[src/rtl/b2b_link_arbiter.sv]
// Round-robin owner sequencer for a shared back-to-back link; data passes through untouched.
// Optional idle-owner timeout release is enabled by defining B2B_ARB_TIMEOUT_EN.
module b2b_link_arbiter #(
  parameter int unsigned NUM_AGENTS     = 2,
  parameter int unsigned DATA_W         = 8,
  parameter int unsigned MAX_BURST      = 4,
  parameter int unsigned TIMEOUT_CYCLES = 16,
  localparam int unsigned SRC_W         = (NUM_AGENTS > 2) ? $clog2(NUM_AGENTS) : 1
) (
  input  logic                         clk,
  input  logic                         reset,
  input  logic [NUM_AGENTS-1:0]        req_valid,
  input  logic [NUM_AGENTS*DATA_W-1:0] req_data,
  input  logic [NUM_AGENTS-1:0]        req_last,
  output logic [NUM_AGENTS-1:0]        req_ready,
  output logic                         link_valid,
  output logic [DATA_W-1:0]            link_data,
  output logic                         link_last,
  output logic [SRC_W-1:0]             link_src,
  input  logic                         link_ready,
  output logic [NUM_AGENTS-1:0]        grant,
  output logic                         timeout_err
);

  typedef enum logic {ST_IDLE, ST_BUSY} state_t;

  state_t                  r_state, w_state_nxt;
  logic [NUM_AGENTS-1:0]   r_grant, w_grant_nxt;
  logic [SRC_W-1:0]        r_src, w_src_nxt;
  logic [SRC_W-1:0]        r_last_grant, w_last_grant_nxt;
  logic [7:0]              r_beat_cnt, w_beat_cnt_nxt;
  logic [SRC_W-1:0]        w_pick;
  logic                    w_owner_valid;
  logic                    w_owner_last;
  logic                    w_beat;
  logic                    w_release;
  logic                    w_timeout;
  logic [DATA_W-1:0]       w_link_data;

  // First requester at or after last_grant+1, wrapping.
  function automatic logic [SRC_W-1:0] f_next_owner(input logic [NUM_AGENTS-1:0] valid,
                                                    input logic [SRC_W-1:0]      last);
    logic [SRC_W-1:0] pick;
    logic             found;
    int unsigned      cand;
    pick  = '0;
    found = 1'b0;
    for (int unsigned k = 1; k <= NUM_AGENTS; k++) begin
      cand = (32'(last) + k) % NUM_AGENTS;
      if (!found && valid[SRC_W'(cand)]) begin
        pick  = SRC_W'(cand);
        found = 1'b1;
      end
    end
    return pick;
  endfunction

  assign w_pick        = f_next_owner(req_valid, r_last_grant);
  assign w_owner_valid = |(req_valid & r_grant);
  assign w_owner_last  = |(req_last & r_grant);
  assign w_beat        = w_owner_valid & link_ready;
  assign w_release     = w_beat & (w_owner_last | (r_beat_cnt == 8'(MAX_BURST - 1)));

  // Owner data mux; grant is zero in IDLE so the link reads as 0 there.
  always_comb begin
    w_link_data = '0;
    for (int unsigned i = 0; i < NUM_AGENTS; i++) begin
      w_link_data = w_link_data | (req_data[i*DATA_W +: DATA_W] & {DATA_W{r_grant[i]}});
    end
  end

`ifdef B2B_ARB_TIMEOUT_EN
  localparam int unsigned IDLE_W = $clog2(TIMEOUT_CYCLES + 1);
  logic [IDLE_W-1:0] r_idle_cnt, w_idle_cnt_nxt;
  logic              r_timeout_err, w_timeout_err_nxt;

  assign w_timeout   = (r_state == ST_BUSY) && (r_idle_cnt == IDLE_W'(TIMEOUT_CYCLES));
  assign timeout_err = r_timeout_err;
`else
  logic w_unused_timeout;
  assign w_unused_timeout = |32'(TIMEOUT_CYCLES);
  assign w_timeout        = 1'b0;
  assign timeout_err      = 1'b0;
`endif

  always_comb begin
    w_state_nxt      = r_state;
    w_grant_nxt      = r_grant;
    w_src_nxt        = r_src;
    w_last_grant_nxt = r_last_grant;
    w_beat_cnt_nxt   = r_beat_cnt;
`ifdef B2B_ARB_TIMEOUT_EN
    w_idle_cnt_nxt    = '0;
    w_timeout_err_nxt = 1'b0;
`endif
    case (r_state)
      ST_IDLE: begin
        if (|req_valid) begin
          w_state_nxt      = ST_BUSY;
          w_grant_nxt      = NUM_AGENTS'(1) << w_pick;
          w_src_nxt        = w_pick;
          w_last_grant_nxt = w_pick;
          w_beat_cnt_nxt   = '0;
        end
      end
      ST_BUSY: begin
        if (w_release || w_timeout) begin
          w_state_nxt    = ST_IDLE;
          w_grant_nxt    = '0;
          w_beat_cnt_nxt = '0;
        end else begin
          if (w_beat) begin
            w_beat_cnt_nxt = r_beat_cnt + 8'd1;
          end
`ifdef B2B_ARB_TIMEOUT_EN
          w_idle_cnt_nxt = w_owner_valid ? '0 : r_idle_cnt + IDLE_W'(1);
`endif
        end
`ifdef B2B_ARB_TIMEOUT_EN
        w_timeout_err_nxt = w_timeout;
`endif
      end
      default: w_state_nxt = ST_IDLE;
    endcase
  end

  always_ff @(posedge clk) begin
    if (reset) begin
      r_state       <= ST_IDLE;
      r_grant       <= '0;
      r_src         <= '0;
      r_last_grant  <= SRC_W'(NUM_AGENTS - 1);
      r_beat_cnt    <= '0;
`ifdef B2B_ARB_TIMEOUT_EN
      r_idle_cnt    <= '0;
      r_timeout_err <= 1'b0;
`endif
    end else begin
      r_state       <= w_state_nxt;
      r_grant       <= w_grant_nxt;
      r_src         <= w_src_nxt;
      r_last_grant  <= w_last_grant_nxt;
      r_beat_cnt    <= w_beat_cnt_nxt;
`ifdef B2B_ARB_TIMEOUT_EN
      r_idle_cnt    <= w_idle_cnt_nxt;
      r_timeout_err <= w_timeout_err_nxt;
`endif
    end
  end

  assign grant      = r_grant;
  assign link_src   = r_src;
  assign link_valid = w_owner_valid;
  assign link_last  = w_owner_last;
  assign link_data  = w_link_data;
  assign req_ready  = r_grant & {NUM_AGENTS{link_ready}};

endmodule
[config.mk]
export PLATFORM = sky130hd
export DESIGN_NAME = b2b_link_arbiter
export DESIGN_NICKNAME = d
export VERILOG_FILES = /design/src/rtl/b2b_link_arbiter.sv
export SDC_FILE = /design/constraint.sdc
export NUM_CORES = 1
export LEC_CHECK = 0
export CAP_MARGIN = 20
export CORE_UTILIZATION = 35
export DETAILED_ROUTE_END_ITERATION = 16
export GPL_TIMING_DRIVEN = 0
export PLACE_DENSITY_LB_ADDON = 0.2
export REMOVE_ABC_BUFFERS = 1
export SETUP_SLACK_MARGIN = 0.1
export SLEW_MARGIN = 20
export SYNTH_ARGS = -nofsm -noshare
export SYNTH_HDL_FRONTEND = slang
export SYNTH_SLANG_ARGS = --single-unit
[constraint.sdc]
create_clock -name clk -period 2.21 [get_ports clk]
set_clock_uncertainty 0.2 [all_clocks]
set_input_delay 0.3315 -clock clk [delete_from_list [all_inputs] [get_ports clk]]
set_output_delay 0.3315 -clock clk [all_outputs]
set_load 0.02 [all_outputs]
# After elaboration in Yosys (flattened, before gate mapping)
# Cells that the tools add are included.
# totals
in_bits	23
latchBits	0
register_bits	13
ram_bits	0
n_memories	0
mem_bits_ro	0
# classes
shift	1
n_bitwise	10
n_div	0
mul	0
reduce_logical	8
eq_ne	4
addsub	3
mux	17
n_lt_le_gt_ge	2
# ops
cell	n
two-way mux 8 bit	3
bitwise AND 8 bit	2
case mux 8 bit (2 select lines)	1
two-way mux 1 bit	9
adder 8 x 1 -> 8 bit, second input constant	1
== test 8 x 2 -> 1 bit, second input constant	1
OR 8 bit	1
bitwise AND 2 bit	3
AND reduction 2 bit	3
OR reduction 2 bit	3
< comparator 1 x 2 -> 1 bit, second input constant	2
two-way mux 2 bit	2
case mux 2 bit (2 select lines)	1
!= test 3 x 1 -> 1 bit, second input constant	1
adder 1 bit, second input constant	2
bitwise AND 1 bit	2
!= test 2 x 1 -> 1 bit, second input constant	1
!= test 2 bit, second input constant	1
case mux 1 bit (2 select lines)	1
<< shifter 1 x 1 -> 2 bit, first input constant	1
logical AND 1 bit	1
logical NOT 1 bit	1
inverter 1 bit	1
OR 1 bit	1

# Depth between registers and ports, before layout
# logic_depth
word_depth	10
mapped_depth	6

# Worst setup path after synthesis
# OpenSTA, ideal clock, no wires.
# synth_path
path_kind	flip-flop to flip-flop
start	reg r_beat_cnt[0]
end	reg r_beat_cnt[6]
path_slack_ns	0.157
required_ns	1.948
period_less_slack_ns	2.053
path_stages_with_launch	7
t_arrival_ns	1.791
cell_sequence	dfxtp_1 ha_1 nor4b_1 a211o_1 a211o_1 or3_1 nand3_1
# synth_via
elab_chain_len	5
# synth_lines
item	line_no	rtl
start: declaration	31	logic [7:0] r_beat_cnt, w_beat_cnt_nxt;
start signal: assignment	143	r_beat_cnt <= w_beat_cnt_nxt;
branches (longest 5 deep; another with adder 8 x 1 -> 8 bit)	n/a	
# Parallel ways; which one is timed is not known. The select of a mux whose other input is x is not followed.
# A chain may end at the register's enable or synchronous reset.

# Worst setup path in the final report
# layout_path
start	in req_data[2]
end	out link_data[2]
# layout_via
elab_chain_len	2
# layout_lines
item	line_no	rtl
start: declaration	13	input logic [NUM_AGENTS*DATA_W-1:0] req_data,
bitwise AND 8 bit	68	w_link_data = w_link_data | (req_data[i*DATA_W +: DATA_W] & {DATA_W{r_grant[i]}});
OR 8 bit	68	
end: declaration	17	output logic [DATA_W-1:0] link_data,
# Every way passes these cells.

==> results.md <==
* Clock sink total at 13
* Top cell type by total area after synthesis: dfxtp_1
* Nets at 164
* Area grow syn2layout at 66.2%
* H-tree lvl count at 1
* DP HPWL at 1.54 mm
* Non-Filler Instances at 166
* Antenna diodes at 0
* Pwr Density at 530 mW/mm2
* Initial antenna violation count at 0
* Hold Vio Cnt, Final at 0
* Vias per cell at about 5.5
* Peak VDD IR at 0.468 mV
* Core footprint at around 0.002 mm2
* Final antenna-violating net count at 0
* CP delay by family, top: buffers and inverters
* Final Cycle Share at 0.933
* CP arrival at 1.53 ns
* Cell mode on critical path: clkdlybuf4s50_1
* # port buffers at 37
* Min Hold Slack at 0.276 ns
* Total CTS buffers at 3
* CP bufs+invs at 2
* Share of layout cells above drive strength 1 at 0.158
* Seq/Total Area, Yosys at 0.341
* Die height at slightly below 50 um
* Crit end category: output port
* Die Width at approximately 49 um
* CTS root buf: clkbuf_4
* CTS clk-pin slew, worst paths at 0.08 ns
* First-pass DRT Iterations at 4
* Largest net degree at the start of global routing at 15
* IO Pins at 39
* Synth cell count leaders: dfxtp_1, nand2_1, a22o_1
* Worst Hold Class: flop to flop
* Dpl ws at -0.218 ns
* Routed WL at about 2.3 mm
* Total gr overflow at 0
* Global-route wire length before repair at 3.71 mm
* Crit-path slowest cell: clkdlybuf4s50_1
* Number of synthesis warnings at 0
* R2R Setup Slk at 0.17 ns
* Clk buf depth at 2
* Worst-Margin Slew at 0.501 ns
* Number of synthesized flops with an enable pin at 0
* Initial Utilization at 0.381
* CP Max Fanout at 1
* Synthesized area at 763 um2
* Die Area at 0.00237 mm2
* Startpoint Class: primary input
* Vias in the first global route at 885
* Final WS setup at around 0.15 ns
* Main synth FF type: dfxtp_1
* Worst path required time at 1.68 ns
* Status: completed
* Syn_area_per_cell at 7.87 um2
* Detailed Route Iter0 Violations at 25
* Dpl cells at 157
* Async set or reset register ratio after synthesis at 0
* Max-cap viol count at 0
* Top cells by area, synth: dfxtp_1, a22o_1, nand2_1
* Final setup violation count at 0
* Syn Inst Count at 97
* PnR Total Power at 673 uW
* Leakage at 0.533 nW
* Synth cell types at 29
* # rows at 16
* Max Clk Rate at 0.485 GHz
* RSZ-0062 raised after global routing: no
* FF+latch count, synth at 13
* Clock latency on the worst-skew pair at 0.27 ns
* Critical Path, Cell by Cell: clkdlybuf4s50_1 -> a22o_1 -> clkdlybuf4s50_1
* Via count at just over 900
* Yosys top cell area share at 0.341
* CTS tree: built
* GRT Total Usage at 0.194
* Final slew viol count at 0
* DRC at 0
* Slew margin rel. at 0.666
* RD Place Congestion at between 0.8 and 0.9
* Critical Path Max Stage Delay at ~0.60 ns
* Crit path time final at 2.06 ns
* Worst setup path category: primary input to output port
* Wire length per cell at 13.6 um
==> per-stage QoR <==
step	instance area [um2]	util	TNS (ns)
final	1270	0.634	0
after global routing	1270	0.634	0
after CTS	1190	0.596	0
after detailed placement	1150	0.574	-1.03
after global placement	1150	0.574	-0.759
after floorplan	744	-	0
==> area by class of cell <==
type	instances	area, um2
Inverter	6	22.5
Multi-Input combinational cell	74	505
Tap cell	27	33.8
Fill cell	179	733
Sequential cell	13	273
Timing Repair Buffer	42	408
Clock buffer	4	26.3
==> worst min-delay path, cell delays in order, from the launching register on <==
cell and delay (ns):
dfxtp_1 0.32, nand2_1 0.06, a21oi_1 0.06
==> repair_timing <==
item	CTS	global route
resized for setup	7	13
pin swaps	2	5
hold buffers	0	0
setup buffers	2	3
hold endpoints to repair	0	0
setup endpoints to repair	16	17
==> cell usage in the layout (no fill, tap or decap) <==
| cell | Yosys | layout |
|---|---|---|
| a211oi_1 | 2 | 2 |
| nor3_2 | 0 | 1 |
| dlygate4sd2_1 | 0 | 4 |
| dlymetal6s2s_1 | 0 | 2 |
| and2_1 | 2 | 2 |
| a31o_2 | 1 | 1 |
| a21oi_1 | 5 | 5 |
| dfxtp_1 | 13 | 9 |
| a211o_1 | 2 | 2 |
| nand3_1 | 8 | 8 |
| clkbuf_4 | 0 | 3 |
| dfxtp_4 | 0 | 3 |
| dfxtp_2 | 0 | 1 |
| or2_2 | 2 | 2 |
| o31ai_1 | 1 | 1 |
| conb_1 | 1 | 1 |
| o32ai_1 | 1 | 1 |
| o22ai_1 | 2 | 2 |
| nor4b_4 | 0 | 1 |
| a22o_1 | 10 | 10 |
| inv_1 | 6 | 6 |
| or3_1 | 2 | 2 |
| clkbuf_1 | 3 | 1 |
| nor2_1 | 5 | 5 |
| a31oi_1 | 1 | 1 |
| nor3_1 | 3 | 2 |
| o311ai_0 | 1 | 1 |
| a221oi_2 | 0 | 1 |
| nand2_1 | 13 | 13 |
| a22oi_2 | 0 | 1 |
| clkdlybuf4s50_1 | 0 | 31 |
| o21ai_0 | 1 | 1 |
| a21o_1 | 5 | 5 |
| a21bo_2 | 2 | 2 |
| ha_4 | 0 | 1 |
| buf_4 | 1 | 5 |
==> cell families (layout without fill, tap and decap cells) <==
kind of cell	count (synthesis)	after routing	synth area share
flip-flops	13	13	0.341
AO/OA/AOI/OAI	36	36	0.362
buffers and inverters	10	52	0.0541
adder cells (fa/ha/maj)	1	1	0.0164
other	1	1	0.00491
AND/OR/NAND/NOR	36	36	0.221
==> power by group <==
| group | internal, mW | switching, mW |
|---|---|---|
| Combinational | 0.136 | 0.116 |
| Clock | 0.0699 | 0.0778 |
| Sequential | 0.249 | 0.0234 |
| Total | 0.455 | 0.218 |
==> worst paths after layout <==
kind	startpoint	to	depth (start not counted)
max	req_data[2]	link_data[2]	3
min	link_src	link_src	2
max reg2reg	r_beat_cnt[0]	r_beat_cnt[3]	6
min reg2reg	link_src	link_src	2
==> flip-flops by register name (all words and copies together) (netlist names) <==
| signal | flops |
|---|---|
| r_beat_cnt | 8 |
| grant | 2 |
| link_src | 1 |
| r_last_grant | 1 |
| r_state | 1 |
==> metal layers <==
layer	GRT usage	part of all wire	up-vias
met5	0	0	-
met4	0.0539	0.0062	0
met3	0.0692	0.11	2
met2	0.352	0.45	52
met1	0.211	0.43	408
li1	-	-	447
(Power assumes the default switching activity.)
==> RTL edit 1, RTL diff (same flow settings) <==
Change the parameter `NUM_AGENTS` from 2 to 1.
--- a/src/rtl/b2b_link_arbiter.sv
+++ b/src/rtl/b2b_link_arbiter.sv
@@ -1,7 +1,7 @@
 // Round-robin owner sequencer for a shared back-to-back link; data passes through untouched.
 // Optional idle-owner timeout release is enabled by defining B2B_ARB_TIMEOUT_EN.
 module b2b_link_arbiter #(
-  parameter int unsigned NUM_AGENTS     = 2,
+  parameter int unsigned NUM_AGENTS     = 1,
   parameter int unsigned DATA_W         = 8,
   parameter int unsigned MAX_BURST      = 4,
   parameter int unsigned TIMEOUT_CYCLES = 16,
Interface: changed (5 resized); port bits go from 39 to 27. The function was not compared with the original's and may differ.
==> RTL edit 1 against the unedited design <==
The flow now finishes with violations (design-rule violations). Area after synthesis down 21%. Setup slack gained 38 ps. Cell area shrank 31%. Count of clock-buffer cells in the layout unchanged. Register-to-register slack gained 470 ps. Wire length fell by 43%. Sequential cell count fell by 3.
Power is not compared: it rests on default switching activity, and its combinational part moved more than twofold at a synthesized area within 25%.
==> RTL edit 1: results (changes against the unedited design) <==
| Metric | Value |
|---|---|
| Status | finished, violations left |
| Failing checks | design-rule violations |
| Final #Nets | 113 (-31%) |
| Port bufs | 24 (-35%) |
| Commonest cells post-synth | 11 x and2_1, 10 x dfxtp_1, 10 x nor2_1 |
| Slowest cell on crit path | clkdlybuf4s50_1 |
| Sequential fraction of the synthesis area | 33.4% (-0.70 points) |
| WHS Path Cells | 2 (unchanged) |
| Detailed Route WL | 1270 µm (-43%) |
| Yosys cell types | 28 (-3.4%) |
| DRT Pass-1 Iters | 10 (+6) |
| Synth area leaders | dfxtp_1 33%, and2_1 11%, nor2_1 6.3%, xnor2_1 4.4%, xor2_1 4.4% |
| Post-route insts no fill | 114 (-31%) |
| GPL Wtd Cong | 0.797 (-4.5%) |
| Lkg Pwr | 0.346 nW |
| DP Area | 840 µm² (-27%) |
| Initial DRC count | 10 (-60%) |
| Via density per instance | 4.88 (-11%) |
| Clock Tree Buf Depth | 2 (unchanged) |
| DRC | 4 (+4) |
| Post-CTS Setup Inserts | 0 (-2) |
| Top reg by flops | r_beat_cnt |
| Share of cells above drive strength 1 | 12.2% (-3.6 points) |
| Vias in the first global route | 519 (-41%) |
| Largest net degree at the start of global routing | 17 (+2) |
| First-pass GRT wire length | 2210 µm (-40%) |
| CTS root buf | clkbuf_4 |
| Number of flip-flops in the largest register | 8 (unchanged) |
| Dpl cells | 110 (-30%) |
| Min-delay worst type | register to register |
| Tot GR Track Use | 15.5% (-3.9 points) |
| Register-to-Register Path Depth | 5 (-1) |
| Filler Cells Inserted | 159 (-11%) |
| CP max FO | 1 (unchanged) |
| Syn_area_per_cell | 8.21 µm² (+4.3%) |
| DP HPWL | 1010 µm (-34%) |
| Data arrival, critical path | 1490 ps (-40 ps) |
==> RTL edit 1: cells by family after synthesis <==
family | share of synthesized area, %
AO/OA/AOI/OAI | 13.8
buffers and inverters | 4.59
AND/OR/NAND/NOR | 36.7
flip-flops | 33.4
XOR/XNOR | 8.77
adder cells (fa/ha/maj) | 2.09
other | 0.626
==> RTL edit 1: repair_timing <==
action                                  CTS  global route
endpoints found under the setup margin   11             1
resized for setup                         3             2
cloned                                    0             0
==> RTL edit 1: worst paths after layout <==
path	startpoint	endpoint	slack [ps]
hold reg to reg	r_beat_cnt[1]	r_beat_cnt[1]	280
setup / recovery	req_data[6]	link_data[6]	190
hold / removal	r_beat_cnt[1]	r_beat_cnt[1]	280
setup reg to reg	r_beat_cnt[0]	r_beat_cnt[5]	640
==> RTL edit 1: layout make-up <==
| type | instances | area (µm²) | share of cell area [%] |
|---|---|---|---|
| Clock buffer | 4 | 36.3 | 4.13 |
| Inverter | 1 | 3.75 | 0.427 |
| Multi-Input combinational cell | 59 | 375 | 42.7 |
| Sequential cell | 10 | 204 | 23.2 |
| Tap cell | 16 | 20.0 | 2.28 |
| Timing Repair Buffer | 24 | 240 | 27.3 |
==> RTL edit 1: per-layer routing <==
metal | track usage, % | vias to the layer above | part of all wire [%]
li1 | - | 294 | -
met1 | 19.3 | 251 | 48
met2 | 26.1 | 11 | 47
met3 | 6.25 | 0 | 5.0
met4 | 1.88 | 0 | 0
met5 | 0 | - | 0
==> RTL edit 1: worst min-delay path: cells and delay by family (launching register included) <==
family	cells	cell delay, ps
flops	1	320
simple gates	1	60
compound gates	1	60
==> RTL edit 1: metrics by stage <==
stage | hold slack (ps) | setup slack, ps
2_1_floorplan | 196 | 623
3_3_place_gp | 261 | -64.0
3_5_place_dp | 271 | -62.4
4_1_cts | 281 | 120
5_1_grt | 320 | 123
6_report | 282 | 185
==> RTL edit 1: report_power, final <==
part	leakage, nW	internal, W	switching (W)
Combinational	0.244	0.0000486	0.0000440
Clock	0.0210	0.000100	0.0000652
Sequential	0.0817	0.000183	0.00000637
==> RTL edit 2, RTL diff (config.mk and constraints unchanged) <==
Made on the original files. Reset style: asynchronous (`reset`), changed in one clocked block.
--- a/src/rtl/b2b_link_arbiter.sv
+++ b/src/rtl/b2b_link_arbiter.sv
@@ -124,7 +124,7 @@
     endcase
   end
 
-  always_ff @(posedge clk) begin
+  always_ff @(posedge clk or posedge reset) begin
     if (reset) begin
       r_state       <= ST_IDLE;
       r_grant       <= '0;
Formal check against the unedited RTL: differs if reset is asserted again (counterexample within 4 cycles, from zero or initial values and one cycle with reset high); with reset held inactive, the same outputs for 10 cycles.
==> RTL edit 2 against the unedited design <==
Global-route usage fell by 2.3 points. Synthesized cell count fell by 13%. First-iteration DRC count fell by 20%. Register-to-register slack improved by 190 ps. Sequential cell count did not move. Count of clock-buffer cells in the layout did not move. Maximum frequency rose by 1.2%. Setup slack improved by 24 ps. Cell area fell by 2.9%. Critical path depth did not move. Area after synthesis rose by 4.8%. Wire length fell by 13%. Highest routed layer unchanged.
Power is not compared: it rests on default switching activity, and its combinational part moved more than twofold at a synthesized area within 25%.
==> RTL edit 2: results (changes against the unedited design) <==
| Metric | Value |
|---|---|
| CP max FO | 13 (+12) |
| Status | finished, final reports clean |
| Commonest cells post-synth | 12 x dfrtp_1, 11 x a22o_1, 10 x a21oi_1 |
| H-tree levels | 1 (unchanged) |
| Share of cells above drive strength 1 | 9.02% (-6.8 points) |
| CTS root buf | clkbuf_4 |
| Detailed Route WL | 1950 µm (-13%) |
| Post-synth ARST share | 100% (+100 points) |
| Largest stage delay, worst path | 500 ps (-100 ps) |
| Most used DFF post-synth | dfrtp_1 |
| Data arrival, critical path | 1510 ps (-20 ps) |
| Tot GR Track Use | 17.2% (-2.3 points) |
| Min-delay worst type | input pin to asynchronous set/reset pin |
| Clock Tree Buf Depth | 2 (unchanged) |
| Final #Nets | 147 (-10%) |
| Slowest cell on crit path | dfrtp_2 |
| DRT Pass-1 Iters | 4 (unchanged) |
| Filler Cells Inserted | 178 (-0.56%) |
| Later-pin clock latency in the skew report | 280 ps |
| Via Count | 773 (-15%) |
| Ant diodes | 0 (unchanged) |
| Sequential fraction of the synthesis area | 40.8% (+6.7 points) |
| Vias in the first global route | 747 (-16%) |
| Synth area leaders | dfrtp_1 38%, a22o_1 12%, a21oi_1 6.3%, o21ai_0 5.0%, or3_1 4.7% |
| First-pass GRT wire length | 3200 µm (-14%) |
| Place WS | -71.9 ps (+146 ps) |
| Max IR drop VDD | 534 µV |
| Switching share of power | 41.8% |
| Total CTS buffers | 3 (unchanged) |
| DP HPWL | 1490 µm (-3.2%) |
| Yosys cell types | 28 (-3.4%) |
| Initial DRC count | 20 (-20%) |
| GPL Wtd Cong | 0.758 (-9.1%) |
| DP Area | 0.00118 mm² (+2.5%) |
| Synth warn | 0 (unchanged) |
RTL edit 2: changes by cell type after synthesis, sizes merged, moves of 4 or more:
cell / unedited run / this run
a21o: 5 / 0
or3: 2 / 6
nand3: 8 / 3
dfrtp: 0 / 12
o21ai: 1 / 8
dfxtp: 13 / 0
nand2: 13 / 3
a21oi: 5 / 10
RTL edit 2: final timing paths:
check | depth (start not counted) | start | slack, ps | to
max | 3 | grant[0] | 170 | link_valid
min | 2 | reset | 150 | r_beat_cnt[0]
max reg2reg | 5 | r_beat_cnt[0] | 360 | grant[0]
min reg2reg | 2 | r_last_grant | 290 | r_last_grant
max in group asynchronous | 2 | reset | 1300 | grant[1]
min in group clk | 2 | r_last_grant | 290 | r_last_grant
RTL edit 2: metal layers:
metal  GRT usage (%)  part of all wire [%]
met1            18.7                    42
met2            31.3                    52
met3            5.86                   4.7
met4            4.29                  0.87
met5               0                     0
RTL edit 2: layout make-up:
cell class	count	area (µm²)	area share, %
flip-flops and latches	13	329	26.7
well taps	27	33.8	2.74
multi-input cells	62	428	34.7
inverters	5	18.8	1.52
clock buffers	4	26.3	2.13
repair buffers	38	397	32.2
RTL edit 2: worst max-delay path, delay by kind of cell, from the launching register on:
kind            cells  cell delay, ps
buf+inv             2             490
compound gates      1             230
flops               1             500
RTL edit 2: repair_timing:
item,CTS,global route
setup buffers,1,0
hold buffers,0,0
gates resized for setup,5,9
pin swaps,0,0
setup endpoints to repair,14,9
RTL edit 2: kinds of logic (layout without fill, tap and decap cells):
logic type,count (synthesis),count (layout),synth area share [%]
compound gates,35,35,33.0
simple gates,24,24,17.2
flops,13,13,40.8
buf+inv,9,47,5.63
fa+ha+maj,1,1,1.56
other cells,1,1,0.469
mux,1,1,1.25
RTL edit 2: metrics by stage:
step,std cells,util (%)
global route,149,59.8
finish,149,59.8
CTS,149,58.7
detailed placement,144,57.1
global placement,144,57.1
floorplan,80,-
RTL edit 2: power groups by stage:
stage               clock, W  combinational [W]  sequential [W]
floorplan                  0           0.000388        0.000443
global route        0.000166           0.000763        0.000458
CTS                 0.000159           0.000729        0.000437
finish              0.000151           0.000704        0.000437
global placement           0           0.000718        0.000440
detailed placement         0           0.000726        0.000440
